`src/rtl/vend_sequencer.sv`:
```
// vend_sequencer: vending machine dispense motor and change ejector sequencer
module vend_sequencer #(
    parameter int MOTOR_CYCLES = 4,
    parameter int EJECT_GAP    = 2
) (
    input  logic       clk,
    input  logic       rst,
    input  logic       cmd_valid,
    input  logic [1:0] cmd,
    input  logic [3:0] change_coins,
    output logic       cmd_ready,
    output logic       motor_on,
    output logic       coin_eject,
    output logic       done,
    output logic       overrun
);
    typedef enum logic [2:0] {IDLE, DISPENSE, EJECT, GAP, DONE} state_t;
    state_t     state_q, state_d;
    logic [7:0] cnt_q, cnt_d;
    logic [3:0] coins_q, coins_d;
    logic [1:0] cmd_q, cmd_d;
    logic       ready_q, overrun_q, overrun_d, accept;
    always_comb begin
        accept    = cmd_valid && ready_q && cmd != 2'b00;
        state_d   = state_q;
        cnt_d     = cnt_q;
        coins_d   = coins_q;
        cmd_d     = cmd_q;
        overrun_d = accept ? 1'b0 : (cmd_valid && !ready_q) ? 1'b1 : overrun_q;
        case (state_q)
            IDLE: if (accept) begin
                cmd_d   = cmd;
                coins_d = change_coins;
                cnt_d   = 8'(MOTOR_CYCLES - 1);
                state_d = cmd[1] ? DISPENSE : (change_coins != 4'd0) ? EJECT : DONE;
            end
            DISPENSE: begin
                cnt_d   = cnt_q - 8'd1;
                state_d = (cnt_q != 8'd0) ? DISPENSE :
                          (cmd_q == 2'b11 && coins_q != 4'd0) ? EJECT : DONE;
            end
            EJECT: begin
                coins_d = coins_q - 4'd1;
                cnt_d   = 8'(EJECT_GAP - 1);
                state_d = (coins_q == 4'd1) ? DONE : GAP;
            end
            GAP: begin
                cnt_d   = cnt_q - 8'd1;
                state_d = (cnt_q == 8'd0) ? EJECT : GAP;
            end
            DONE:    state_d = IDLE;
            default: state_d = IDLE;
        endcase
    end
    // ready is registered from next state so it stays low through reset and its release cycle
    always_ff @(posedge clk or posedge rst) begin
        if (rst) begin
            state_q   <= IDLE;
            cnt_q     <= 8'd0;
            coins_q   <= 4'd0;
            cmd_q     <= 2'b00;
            ready_q   <= 1'b0;
            overrun_q <= 1'b0;
        end else begin
            state_q   <= state_d;
            cnt_q     <= cnt_d;
            coins_q   <= coins_d;
            cmd_q     <= cmd_d;
            ready_q   <= state_d == IDLE;
            overrun_q <= overrun_d;
        end
    end
    assign cmd_ready  = ready_q;
    assign motor_on   = state_q == DISPENSE;
    assign coin_eject = state_q == EJECT;
    assign done       = state_q == DONE;
    assign overrun    = overrun_q;
endmodule

```
`config.mk`:
```
export PLATFORM = sky130hd
export DESIGN_NAME = vend_sequencer
export DESIGN_NICKNAME = d
export VERILOG_FILES = /design/src/rtl/vend_sequencer.sv
export SDC_FILE = /design/constraint.sdc
export NUM_CORES = 1
export LEC_CHECK = 0
export ABC_AREA = 1
export BUFFER_PORTS_ARGS = -buffer_cell sky130_fd_sc_hd__buf_2
export CORE_ASPECT_RATIO = 1.5
export CORE_UTILIZATION = 55
export DETAILED_ROUTE_END_ITERATION = 6
export PLACE_DENSITY = 0.76
export RECOVER_POWER = 50
export SYNTH_ARGS = -nofsm -noshare
export SYNTH_HDL_FRONTEND = slang
export SYNTH_SLANG_ARGS = --single-unit
```
`constraint.sdc`:
```
create_clock -name clk -period 3.2 [get_ports clk]
set_clock_uncertainty 0.15 [all_clocks]
set_input_delay 0 -clock clk [delete_from_list [all_inputs] [get_ports clk]]
set_output_delay 0 -clock clk [all_outputs]
set_load 0.02 [all_outputs]
```
==> insert_results.sql <==
INSERT INTO impl_metrics (metric_group, metric, value, unit) VALUES
('pwr', 'cellPowerDensity', '875', 'nW/um^2'),
('detailed_routing', 'drt_pass1_iterations', '4', ''),
('detailed_routing', 'drt_wl_total', '2640', 'um'),
('detailed_routing', 'vias', '1135', ''),
('sta', 'finalSetupViolCount', '0', ''),
('logic_synthesis', 'post-synth-top-area-fraction', '40.0', '%'),
('worst_setup_path', 'r2r_cells', '8', ''),
('logic_synthesis', 'synth.lib_cells_used.distinct', '21', ''),
('placement', 'detailedPlacementHpwl', '2040', 'um'),
('logic_synthesis', 'postSynthRegisterBits', '19', ''),
('worst_setup_path', 'timing.critical_path.from', 'state_q[0]', ''),
('logic_synthesis', 'netlist_instances', '162', ''),
('worst_setup_path', 'critPathSlowestCell', 'sky130_fd_sc_hd__dfrtp_1', ''),
('grt', 'grt_max_degree', '20', ''),
('sta', 'rsz0062_at_grt', 'false', ''),
('logic_synthesis', 'synth.largest_area_cell', 'sky130_fd_sc_hd__dfrtp_1', ''),
('worst_setup_path', 'rr_endpoint', 'cnt_q[6]', ''),
('floorplan', 'floorplan.initialDensity', '58.6', '%'),
('floorplan', 'die-area', '2350', 'sq um'),
('clock_tree', 'cts.repair_timing.setup_buffer_count', '0', ''),
('sta', 'relSlewSlack', '52.3', '%'),
('grt', 'grt_usage', '25.7', '%'),
('sta', 'tightestPinTransition', '715', 'ps'),
('grt', 'first_global_vias', '1064', ''),
('detailed_routing', 'routed_wire_length_per_instance', '12.6', 'um'),
('worst_setup_path', 'cp.required', '3230', 'ps'),
('clock_tree', 'clk_pin_slew_worst_paths', '110', 'ps'),
('logic_synthesis', 'yosys_warnings', '0', ''),
('grt', 'number_of_antenna_violations_at_the_first_check_in_global_routing', '0', ''),
('placement', 'place_area', '1270', 'sq um'),
('worst_setup_path', 'max_stage_delay', '410', 'ps'),
('floorplan', 'core.rowCount', '20', ''),
('sta', 'timing_max_transition_violations_final', '0', ''),
('placement', 'place.gp.congestion', '0.818', ''),
('clock_tree', 'tritoncts', 'done', ''),
('run_status', 'outcome', 'finished clean', ''),
('sta', 'fin_crit_sh', '49.1', '%'),
('logic_synthesis', 'mappedNetlistNets', '176', ''),
('sta', 'post-route-min-period', '1570', 'ps'),
('logic_synthesis', 'ys_seq_area_share', '40.0', '%'),
('sta', 'clock.fmax', '0.636', 'GHz'),
('sta', 'finalSetupTns', '0', 'ps'),
('worst_setup_path', 'timing.rr.start', 'state_q[0]', ''),
('clock_tree', 'htree_num_levels', '1', ''),
('worst_setup_path', 'crit_path_start_kind', 'flop', ''),
('pwr', 'vdd.ir_drop.worst', '0.447', 'mV'),
('grt', 'global_route.overflow_total', '0', ''),
('layout', 'layout_commonest_cell', 'sky130_fd_sc_hd__nand2_1', ''),
('floorplan', 'die_h', '58.9', 'um'),
('logic_synthesis', 'synth_top_area_cells', 'sky130_fd_sc_hd__dfrtp_1, sky130_fd_sc_hd__nand2_1, sky130_fd_sc_hd__nand3_1', ''),
('worst_setup_path', 'worstPathMaxFanout', '11', ''),
('worst_setup_path', 'r2r_setup_slack', '1630', 'ps'),
('layout', 'area_growth', '16.4', '%'),
('clock_tree', 'cts_made_buffers', '3', ''),
('detailed_routing', 'drt_drc_violations_left', '0', ''),
('floorplan', 'num_io_pins', '14', ''),
('worst_setup_path', 'worstPathCellList', 'inv_2 > nand2_2 > nor2_2 > nand2_2 > nand2_1 > inv_1 > nand2_1 > nand2_1', ''),
('sta', 'hold_violations', '0', ''),
('layout', 'post_route_cells_drive_above_1_share', '18.2', '%'),
('detailed_routing', 'drt_iter0_drc', '44', ''),
('floorplan', 'core_area', '2030', 'sq um'),
('grt', 'grt_first_pass_wirelength', '4230', 'um'),
('floorplan', 'die_w', '40.0', 'um'),
('detailed_routing', 'ant_nets', '0', ''),
('pwr', 'power_leakage', '0.000731', 'uW'),
('detailed_routing', 'vias_per_cell', '5.43', ''),
('logic_synthesis', 'netlist_area', '1190', 'sq um'),
('layout', 'antennaDiodeCount', '0', ''),
('worst_setup_path', 'worst_ep_arrival_time', '1600', 'ps'),
('placement', 'port_buffers', '13', ''),
('layout', 'finish.net_count', '202', '');
[synth_stat cells]
master                     count
sky130_fd_sc_hd__a21oi_1       2
sky130_fd_sc_hd__a31oi_1       1
sky130_fd_sc_hd__buf_6         1
sky130_fd_sc_hd__clkinv_4      1
sky130_fd_sc_hd__dfrtp_1      19
sky130_fd_sc_hd__ha_1          5
sky130_fd_sc_hd__inv_1        18
sky130_fd_sc_hd__inv_2         3
sky130_fd_sc_hd__nand2_1      42
sky130_fd_sc_hd__nand2_2       9
sky130_fd_sc_hd__nand3_1      20
sky130_fd_sc_hd__nand3_2       4
sky130_fd_sc_hd__nand3b_1      1
sky130_fd_sc_hd__nand4_1       3
sky130_fd_sc_hd__nor2_1       16
sky130_fd_sc_hd__nor2_2        3
sky130_fd_sc_hd__nor3_1        1
sky130_fd_sc_hd__nor3b_1       1
sky130_fd_sc_hd__o211ai_1      1
sky130_fd_sc_hd__o21ai_0      10
sky130_fd_sc_hd__or2_1         1
[registers in the layout, summed over array words and instances, names as in the netlist]
signal,count
cnt_q,8
cmd_ready,1
overrun,1
state_q,3
coins_q,4
cmd_q,2
[layer usage]
metal	vias up	GRT usage [%]	routed length, um
met5	-	0	0
li1	568	-	-
met3	8	2.64	61
met4	0	8.87	64
met1	537	26.8	1020
met2	22	48.8	1500
[cell families (layout without fill, tap and decap cells)]
group	count (synthesis)	count (layout)	synth area share, %
adders and majority gates	5	5	5.26
and+or+nand+nor	101	101	40.2
DFF	19	19	40.0
buffers and inverters	23	48	8.32
AOI/OAI and AO/OA	14	14	6.21
[area by class of cell]
cell class | instances | area [sq um]
Clock buffer | 4 | 26.3
Timing Repair Buffer | 22 | 153
Tap cell | 22 | 27.5
Sequential cell | 19 | 475
Fill cell | 170 | 643
Inverter | 22 | 87.6
Multi-Input combinational cell | 120 | 614
[how the worst max path moves through the flow]
stage / end / slack (ps) / cells past startpoint
floorplan: state_q[2] / 1720 / 3
global placement: cnt_q[6] / 1720 / 8
detailed placement: cnt_q[6] / 1650 / 8
CTS: cnt_q[6] / 1650 / 8
global route: cnt_q[6] / 1520 / 8
finish: cnt_q[6] / 1630 / 8
[where the power goes]
part | internal (uW) | switching (uW) | leakage (uW)
Sequential | 347 | 101 | 0.000237
Combinational | 226 | 419 | 0.000479
Clock | 48.3 | 69.5 | 0.0000150
Total | 622 | 590 | 0.000731
[worst max-delay path, delay by kind of cell, from the launching register on]
family                 cells  cell delay (ps)
AND/OR/NAND/NOR            6              670
flip-flops                 1              410
buffers and inverters      2              220
[per-stage QoR]
| step | hold WS, ps | utilization [%] | setup slack, ps | total power [uW] | instances |
|---|---|---|---|---|---|
| 2_1_floorplan | -199 | - | 1720 | 918 | 162 |
| 3_3_place_gp | -11.2 | 62.7 | 1720 | 1050 | 196 |
| 3_5_place_dp | -1.74 | 62.7 | 1650 | 1080 | 196 |
| 4_1_cts | 232 | 68.4 | 1650 | 1210 | 209 |
| 5_1_grt | 305 | 68.3 | 1520 | 1330 | 209 |
| 6_report | 220 | 68.3 | 1630 | 1210 | 209 |
[what timing repair did]
action	in CTS	in global routing
gates resized for setup	0	0
hold endpoints to repair	29	0
hold buffers	9	0
(Power assumes the default switching activity.)
